[src/rtl/hcsr04_echo_emulator.sv]
// HC-SR04 responder model: accepts a TRIG pulse and answers with an ECHO pulse
// whose width (in microseconds) is taken from echo_us at the moment the
// trigger is accepted. Intended for on-board loopback of the sensor path.
module hcsr04_echo_emulator #(
    parameter int unsigned CLK_HZ      = 27_000_000,
    parameter int unsigned MIN_TRIG_US = 10,
    parameter int unsigned BURST_US    = 200,
    parameter int unsigned MAX_ECHO_US = 38000,
    parameter int unsigned HOLDOFF_US  = 10000
) (
    input  logic        clk,
    input  logic        rst_n,
    input  logic        trig,
    input  logic [15:0] echo_us,
    output logic        echo,
    output logic        busy,
    output logic        meas_done,
    output logic        trig_err
);

    localparam int unsigned CYC_PER_US   = CLK_HZ / 1_000_000;
    localparam int unsigned MAX_ECHO_CYC = MAX_ECHO_US * CYC_PER_US;
    localparam int unsigned MIN_TRIG_CYC = MIN_TRIG_US * CYC_PER_US;
    // One down-counter serves BURST, ECHO and HOLDOFF; BURST and HOLDOFF
    // durations are expected to fit in the width sized for the longest echo.
    localparam int unsigned CNT_W        = $clog2(MAX_ECHO_CYC + 1);
    localparam int unsigned HI_W         = $clog2(MIN_TRIG_CYC + 2);

    localparam logic [CNT_W-1:0] BURST_LOAD   = CNT_W'(BURST_US * CYC_PER_US - 1);
    localparam logic [CNT_W-1:0] HOLDOFF_LOAD = CNT_W'(HOLDOFF_US * CYC_PER_US - 1);
    localparam logic [HI_W-1:0]  HI_MIN       = HI_W'(MIN_TRIG_CYC);

    typedef enum logic [2:0] {
        IDLE,
        ARM,
        BURST,
        ECHO,
        HOLDOFF
    } state_t;

    state_t            state;
    logic              trig_m;
    logic              trig_s;
    logic              trig_s_q;
    logic              trig_rise;
    logic              trig_fall;
    logic [HI_W-1:0]   hi_cnt;
    logic [CNT_W-1:0]  cnt;
    logic [CNT_W-1:0]  echo_cyc;
    logic [31:0]       w_us;
    logic [CNT_W-1:0]  w_cyc;

    // Two-flop synchronizer for the asynchronous trigger plus an edge-detect stage
    always_ff @(posedge clk) begin
        if (!rst_n) begin
            trig_m   <= 1'b0;
            trig_s   <= 1'b0;
            trig_s_q <= 1'b0;
        end else begin
            trig_m   <= trig;
            trig_s   <= trig_m;
            trig_s_q <= trig_s;
        end
    end

    assign trig_rise = trig_s & ~trig_s_q;
    assign trig_fall = ~trig_s & trig_s_q;

    // Requested width with the zero / out-of-range clamp, scaled to cycles
    always_comb begin
        w_us = 32'(echo_us);
        if (echo_us == '0 || 32'(echo_us) > MAX_ECHO_US) begin
            w_us = MAX_ECHO_US;
        end
        w_cyc = CNT_W'(w_us * CYC_PER_US);
    end

    // Trigger qualification, burst gap, echo pulse and holdoff sequencing
    always_ff @(posedge clk) begin
        if (!rst_n) begin
            state     <= IDLE;
            echo      <= 1'b0;
            busy      <= 1'b0;
            meas_done <= 1'b0;
            trig_err  <= 1'b0;
            hi_cnt    <= '0;
            cnt       <= '0;
            echo_cyc  <= '0;
        end else begin
            meas_done <= 1'b0;
            trig_err  <= 1'b0;
            unique case (state)
                IDLE: begin
                    if (trig_rise) begin
                        state  <= ARM;
                        busy   <= 1'b1;
                        hi_cnt <= HI_W'(1);
                    end
                end
                ARM: begin
                    if (trig_fall) begin
                        if (hi_cnt >= HI_MIN) begin
                            state    <= BURST;
                            echo_cyc <= w_cyc;
                            cnt      <= BURST_LOAD;
                        end else begin
                            state    <= IDLE;
                            busy     <= 1'b0;
                            trig_err <= 1'b1;
                        end
                    end else if (trig_s && hi_cnt != '1) begin
                        hi_cnt <= hi_cnt + HI_W'(1);
                    end
                end
                BURST: begin
                    if (cnt == '0) begin
                        state <= ECHO;
                        echo  <= 1'b1;
                        cnt   <= echo_cyc - CNT_W'(1);
                    end else begin
                        cnt <= cnt - CNT_W'(1);
                    end
                end
                ECHO: begin
                    if (cnt == '0) begin
                        state     <= HOLDOFF;
                        echo      <= 1'b0;
                        meas_done <= 1'b1;
                        cnt       <= HOLDOFF_LOAD;
                    end else begin
                        cnt <= cnt - CNT_W'(1);
                    end
                end
                HOLDOFF: begin
                    if (cnt == '0) begin
                        state <= IDLE;
                        busy  <= 1'b0;
                    end else begin
                        cnt <= cnt - CNT_W'(1);
                    end
                end
                default: begin
                    state <= IDLE;
                    echo  <= 1'b0;
                    busy  <= 1'b0;
                end
            endcase
        end
    end

endmodule

[config.mk]
export PLATFORM = sky130hd
export DESIGN_NAME = hcsr04_echo_emulator
export DESIGN_NICKNAME = d
export VERILOG_FILES = /design/src/rtl/hcsr04_echo_emulator.sv
export SDC_FILE = /design/constraint.sdc
export NUM_CORES = 1
export LEC_CHECK = 0
export BUFFER_PORTS_ARGS = -buffer_cell sky130_fd_sc_hd__buf_2
export CORE_MARGIN = 10
export CORE_UTILIZATION = 30
export CTS_BUF_LIST = sky130_fd_sc_hd__clkbuf_16
export DETAILED_ROUTE_END_ITERATION = 16
export PLACE_DENSITY_LB_ADDON = 0.1
export SYNTH_ARGS = -nofsm -noshare
export SYNTH_HDL_FRONTEND = slang
export SYNTH_SLANG_ARGS = --single-unit
[constraint.sdc]
create_clock -name clk -period 7.3 [get_ports clk]
set_clock_uncertainty 0.05 [all_clocks]
set_input_delay 1.46 -clock clk [delete_from_list [all_inputs] [get_ports clk]]
set_output_delay 1.46 -clock clk [all_outputs]
set_load 0.1 [all_outputs]
; ---- Yosys cells after proc, flatten, opt, wreduce, memory -nomap -nowiden
; Cells that the tools add are included.
; W data, S select, Z words.
[word_totals]
ff_bits = 59
in_bits = 19
wordCells = 82
[op_classes]
add_sub_neg = 3
multipliers = 1
n_lt_le_gt_ge = 2
n_eq_ne = 15
muxes = 27
bitwise = 6
n_reduce_logical = 17
[ops]
columns = cell, n
row1 = $mux W20, 5
row2 = $pmux W20 S4, 1
row3 = $sub A20 B1 Y20 const B, 2
row4 = $mul A32 B5 Y20 const B, 1
row5 = $mux W9, 3
row6 = $logic_not A20 Y1, 1
row7 = $ne A2 B2 Y1 const B, 10
row8 = $pmux W9 S2, 1
row9 = $gt A16 B16 Y1 const B, 1
row10 = $logic_not A16 Y1, 1
row11 = $mux W16, 1
row12 = $mux W3, 5
row13 = $pmux W3 S5, 1
row14 = $reduce_and A5 Y1, 2
row15 = $add A9 B1 Y9 const B, 1
row16 = $ge A9 B9 Y1 const B, 1
row17 = $ne A9 B9 Y1 const B, 1
row18 = $reduce_and A3 Y1, 3
row19 = $reduce_and A4 Y1, 2
row20 = $mux W1, 7
row21 = $eq A3 B2 Y1 const B, 2
row22 = $not A1 Y1, 4
row23 = $pmux W1 S4, 1
row24 = $reduce_bool A4 Y1, 1
row25 = 12 further kinds, 13

; ---- Depth between registers and ports, before layout
[depth]
word_depth = 5
depth_mapped = 20

; ---- Worst setup path before layout
; Ideal clock, no wire load.
[synth_path]
kind = input -> register
start = in echo_us[8]
end = reg echo_cyc[19]
setup_time_ps = 120
t_arrival_ps = 5824
slack_ps = 1307
path_stages = 19
n_path_buf = 2
path_cell_list = clkbuf_1 or4_1 a41oi_1 o21ai_1 a21oi_2 buf_2 and2_1 ha_1 fa_1 inv_1 fa_1 inv_1 ha_1 a21oi_1 nand2_1 o21ai_0 a21oi_1 o211a_1 a211o_1
[synth_via]
elab_chain_cells = 4
word_cells_on_any_way = 5
cone_classes = mul (1) / order compare (1) / mux (1) / reduce/logical (2)
[synth_lines]
columns = element, line_no
row1 = from (decl), 14  ; input logic [15:0] echo_us,
row2 = $gt A16 B16 Y1 or $logic_not A16 Y1 (tied branches), 72  ; if (echo_us == '0 || 32'(echo_us) > MAX_ECHO_US) begin
row3 = $logic_or A1 B1 Y1, 72
row4 = $mux W16 (*), 72
row5 = $mul A32 B5 Y20 (*), 75  ; w_cyc = CNT_W'(w_us * CYC_PER_US);
row6 = to (signal assigned), 104  ; echo_cyc <= w_cyc;
row7 = to (decl), 49  ; logic [CNT_W-1:0] echo_cyc;
; Mark *: on every way between the ends. The rest lies on a longest branch, timed or not.
; A chain may end at the register's enable or synchronous reset.

; ---- Final worst setup path
[layout_path]
start = in echo_us[0]
end = reg echo_cyc[19]
; Same word-level chain as after synthesis.

==> flow_summary.ini <==
[clocking]
clk_path_buf_depth = 2
ctsHoldBuffers = 0
post_cts.resized_instances = 0
clk_pin_slew_ps = 50
cts_root_buf = clkbuf_16
cts_tree = done
numClockSinks = 59
numCtsBuffers = 9
cts_max_level = 3
post_cts_buffers = 0
insertion_delay_ps = 330

[critical_path]
worst_r2r_endpoint = cnt[9]$_SDFFE_PN0P_
critPathLaunch = echo_us[0]
worst_setup_path_start_kind = primary input
reg2reg_from = cnt[0]$_SDFFE_PN0P_
cp.required_ps = 7460
timing_worst_setup_path_type = in -> reg
critPathMaxStageDelay_ps = 560
cp_max_fo = 10
critPathCaptureType = flop
slowest_stage = or4_1
worstPathArrival_ps = 6260
worst-r2r-cell-count = 8
reg2reg_slack_ps = 4120
path_cells = buf_2, or4_1, a41oi_1, o21ai_1, a21oi_2, and2_1, ha_1, fa_1, inv_1, fa_1, inv_1, ha_1, a21oi_1, nand2_1, o21ai_0, a21oi_1, o211a_1, a211o_1

[grt]
grt_antenna_before_repair = 0
track_usage_pct = 12.3
grt_pass1_vias = 4803
grt_overflow_total = 0
grt_first_pass_wirelength_um = 24600
grt_start_max_net_pins = 37

[timing]
slew_headroom_pct = 42.9
hold_violations = 0
grt_setup_unrepaired = no
min_period_ps = 6090
setup_viol = 0
slew_violations = 0
setup_tns_ps = 0
worstMarginPinSlew_ps = 853
clock.fmax_mhz = 164
hold_ws_ps = 392
period_share_pct = 83.5

[power_and_ir_drop]
pwr_density_cell_nw_per_um2 = 207
cellLeakagePower_nw = 2.71
ir_drop_v = 0.000102
finalPower_mw = 1.26

[detailed_routing]
viasPerCell = 5.23
drc = 0
vias = 4872
dr.pass1.iters = 5
first_iter_violations = 288
totalWireLength_um = 14700
wl_met1_um = 7130
met3_length_um = 508
highest_layer = met4
dr_wl_met2_um = 6870
ant_nets = 0
wl_per_cell_um = 15.8

[final_layout]
utilization_pct = 33.8
area_delta_synth_final_pct = 10.6
fillers = 1903
final_nets = 785
multi_input_area_um2 = 3890
regArea_um2 = 1180
drive_gt1_share_pct = 9.96
n_antenna_cell = 0

[die]
io_pins = 23
coreArea_um2 = 18000
start_util_pct = 30.6
die_area_um2 = 24100
die_width_um = 155
die_height_um = 155
row_count = 49

[synth]
synthArstFlopShare_pct = 0
syn_avg_cell_area_um2 = 8.01
synth_area_um2 = 5490
synth-main-ff-cell = dfxtp_1
synth_warnings = 0
synth_area_leaders = dfxtp_1 22%, ha_1 10%, fa_1 8.0%
synth_cell_type_count = 76
ys_seq_area_share_pct = 21.5
ys_ff_latch = 59
yosysMostFrequentCell = inv_1
synth_commonest_cells = 67 x inv_1, 59 x dfxtp_1, 58 x nand2_1
synthesis.nets = 773
yosysTopAreaCell = dfxtp_1
syn_inst = 686
synth_edf_count = 0
synth_top_area_share_pct = 21.5

[place]
gp_congestion = 0.858
io_buffers = 22
dp_hpwl_um = 11400

[min_path]
hold_end = trig_s$_SDFF_PN0_
hp-start = trig_m$_SDFF_PN0_
whs_path_depth = 1
hold_path_class = reg -> reg

[outcome]
outcome = completed

[run]
maxCapViolations = 0
kinds of logic after synthesis:
kind of cell             share of synthesized area, %
AND/OR/NAND/NOR                                  25.2
AO/OA/AOI/OAI                                    19.3
multiplexers                                    0.547
flip-flops                                       21.5
adder cells (fa/ha/maj)                          18.5
buffers and inverters                            7.77
XOR/XNOR                                         7.18
state kept, by name (all words and copies together), names as in the netlist, 3 cells and up:
signal and flops:
hi_cnt 9, state 3, cnt 20, echo_cyc 20
worst max-delay path by stage:
stage                                      to  slack [ps]
floorplan           echo_cyc[19]$_SDFFE_PN0P_        1310
global placement    echo_cyc[19]$_SDFFE_PN0P_         960
detailed placement  echo_cyc[19]$_SDFFE_PN0P_         830
CTS                 echo_cyc[19]$_SDFFE_PN0P_        1180
global route        echo_cyc[19]$_SDFFE_PN0P_         920
finish              echo_cyc[19]$_SDFFE_PN0P_        1210
through the flow:
step / area [µm²] / setup WS (ps) / std cells
after floorplan: 5490 / 1310 / 686
after global placement: 5770 / 960 / 916
after detailed placement: 5770 / 835 / 916
after CTS: 6080 / 1180 / 932
after global routing: 6080 / 921 / 932
final: 6080 / 1210 / 932
worst max-delay path, delay by kind of cell:
| family | cells | cell delay [ps] |
|---|---|---|
| compound gates | 8 | 1980 |
| fa+ha+maj | 4 | 1670 |
| buf+inv | 3 | 200 |
| simple gates | 3 | 920 |
per-layer routing:
layer | GRT usage [%] | up-vias
met5 | 0 | -
met4 | 3.97 | 0
met3 | 1.63 | 14
met2 | 20.4 | 90
met1 | 16.0 | 2294
li1 | - | 2474
cell type report:
cell class | count | share of cell area [%]
flip-flops and latches | 59 | 19.4
inverters | 70 | 4.32
multi-input cells | 531 | 64.0
repair buffers | 27 | 2.43
clock buffers | 9 | 3.71
clock inverters | 7 | 1.38
well taps | 229 | 4.71
report_power, final:
part / total (mW) / switching, mW / internal [mW]
clock: 0.442 / 0.148 / 0.294
sequential: 0.325 / 0.00120 / 0.324
combinational: 0.488 / 0.293 / 0.196
cell usage in the layout, fill, tap and decap left out, types with 12 or more instances in the layout:
cell and instances:
dfxtp_1 59, nor3_1 23, nand2_1 58, fa_1 22
nor4_1 12, buf_2 22, inv_1 68, a21oi_1 56
nor2_1 46, xnor2_1 22, and2_1 12, nand3_1 32
ha_1 46, xor2_1 23, o21ai_0 26
No activity file was read; power rests on OpenSTA's default activity.
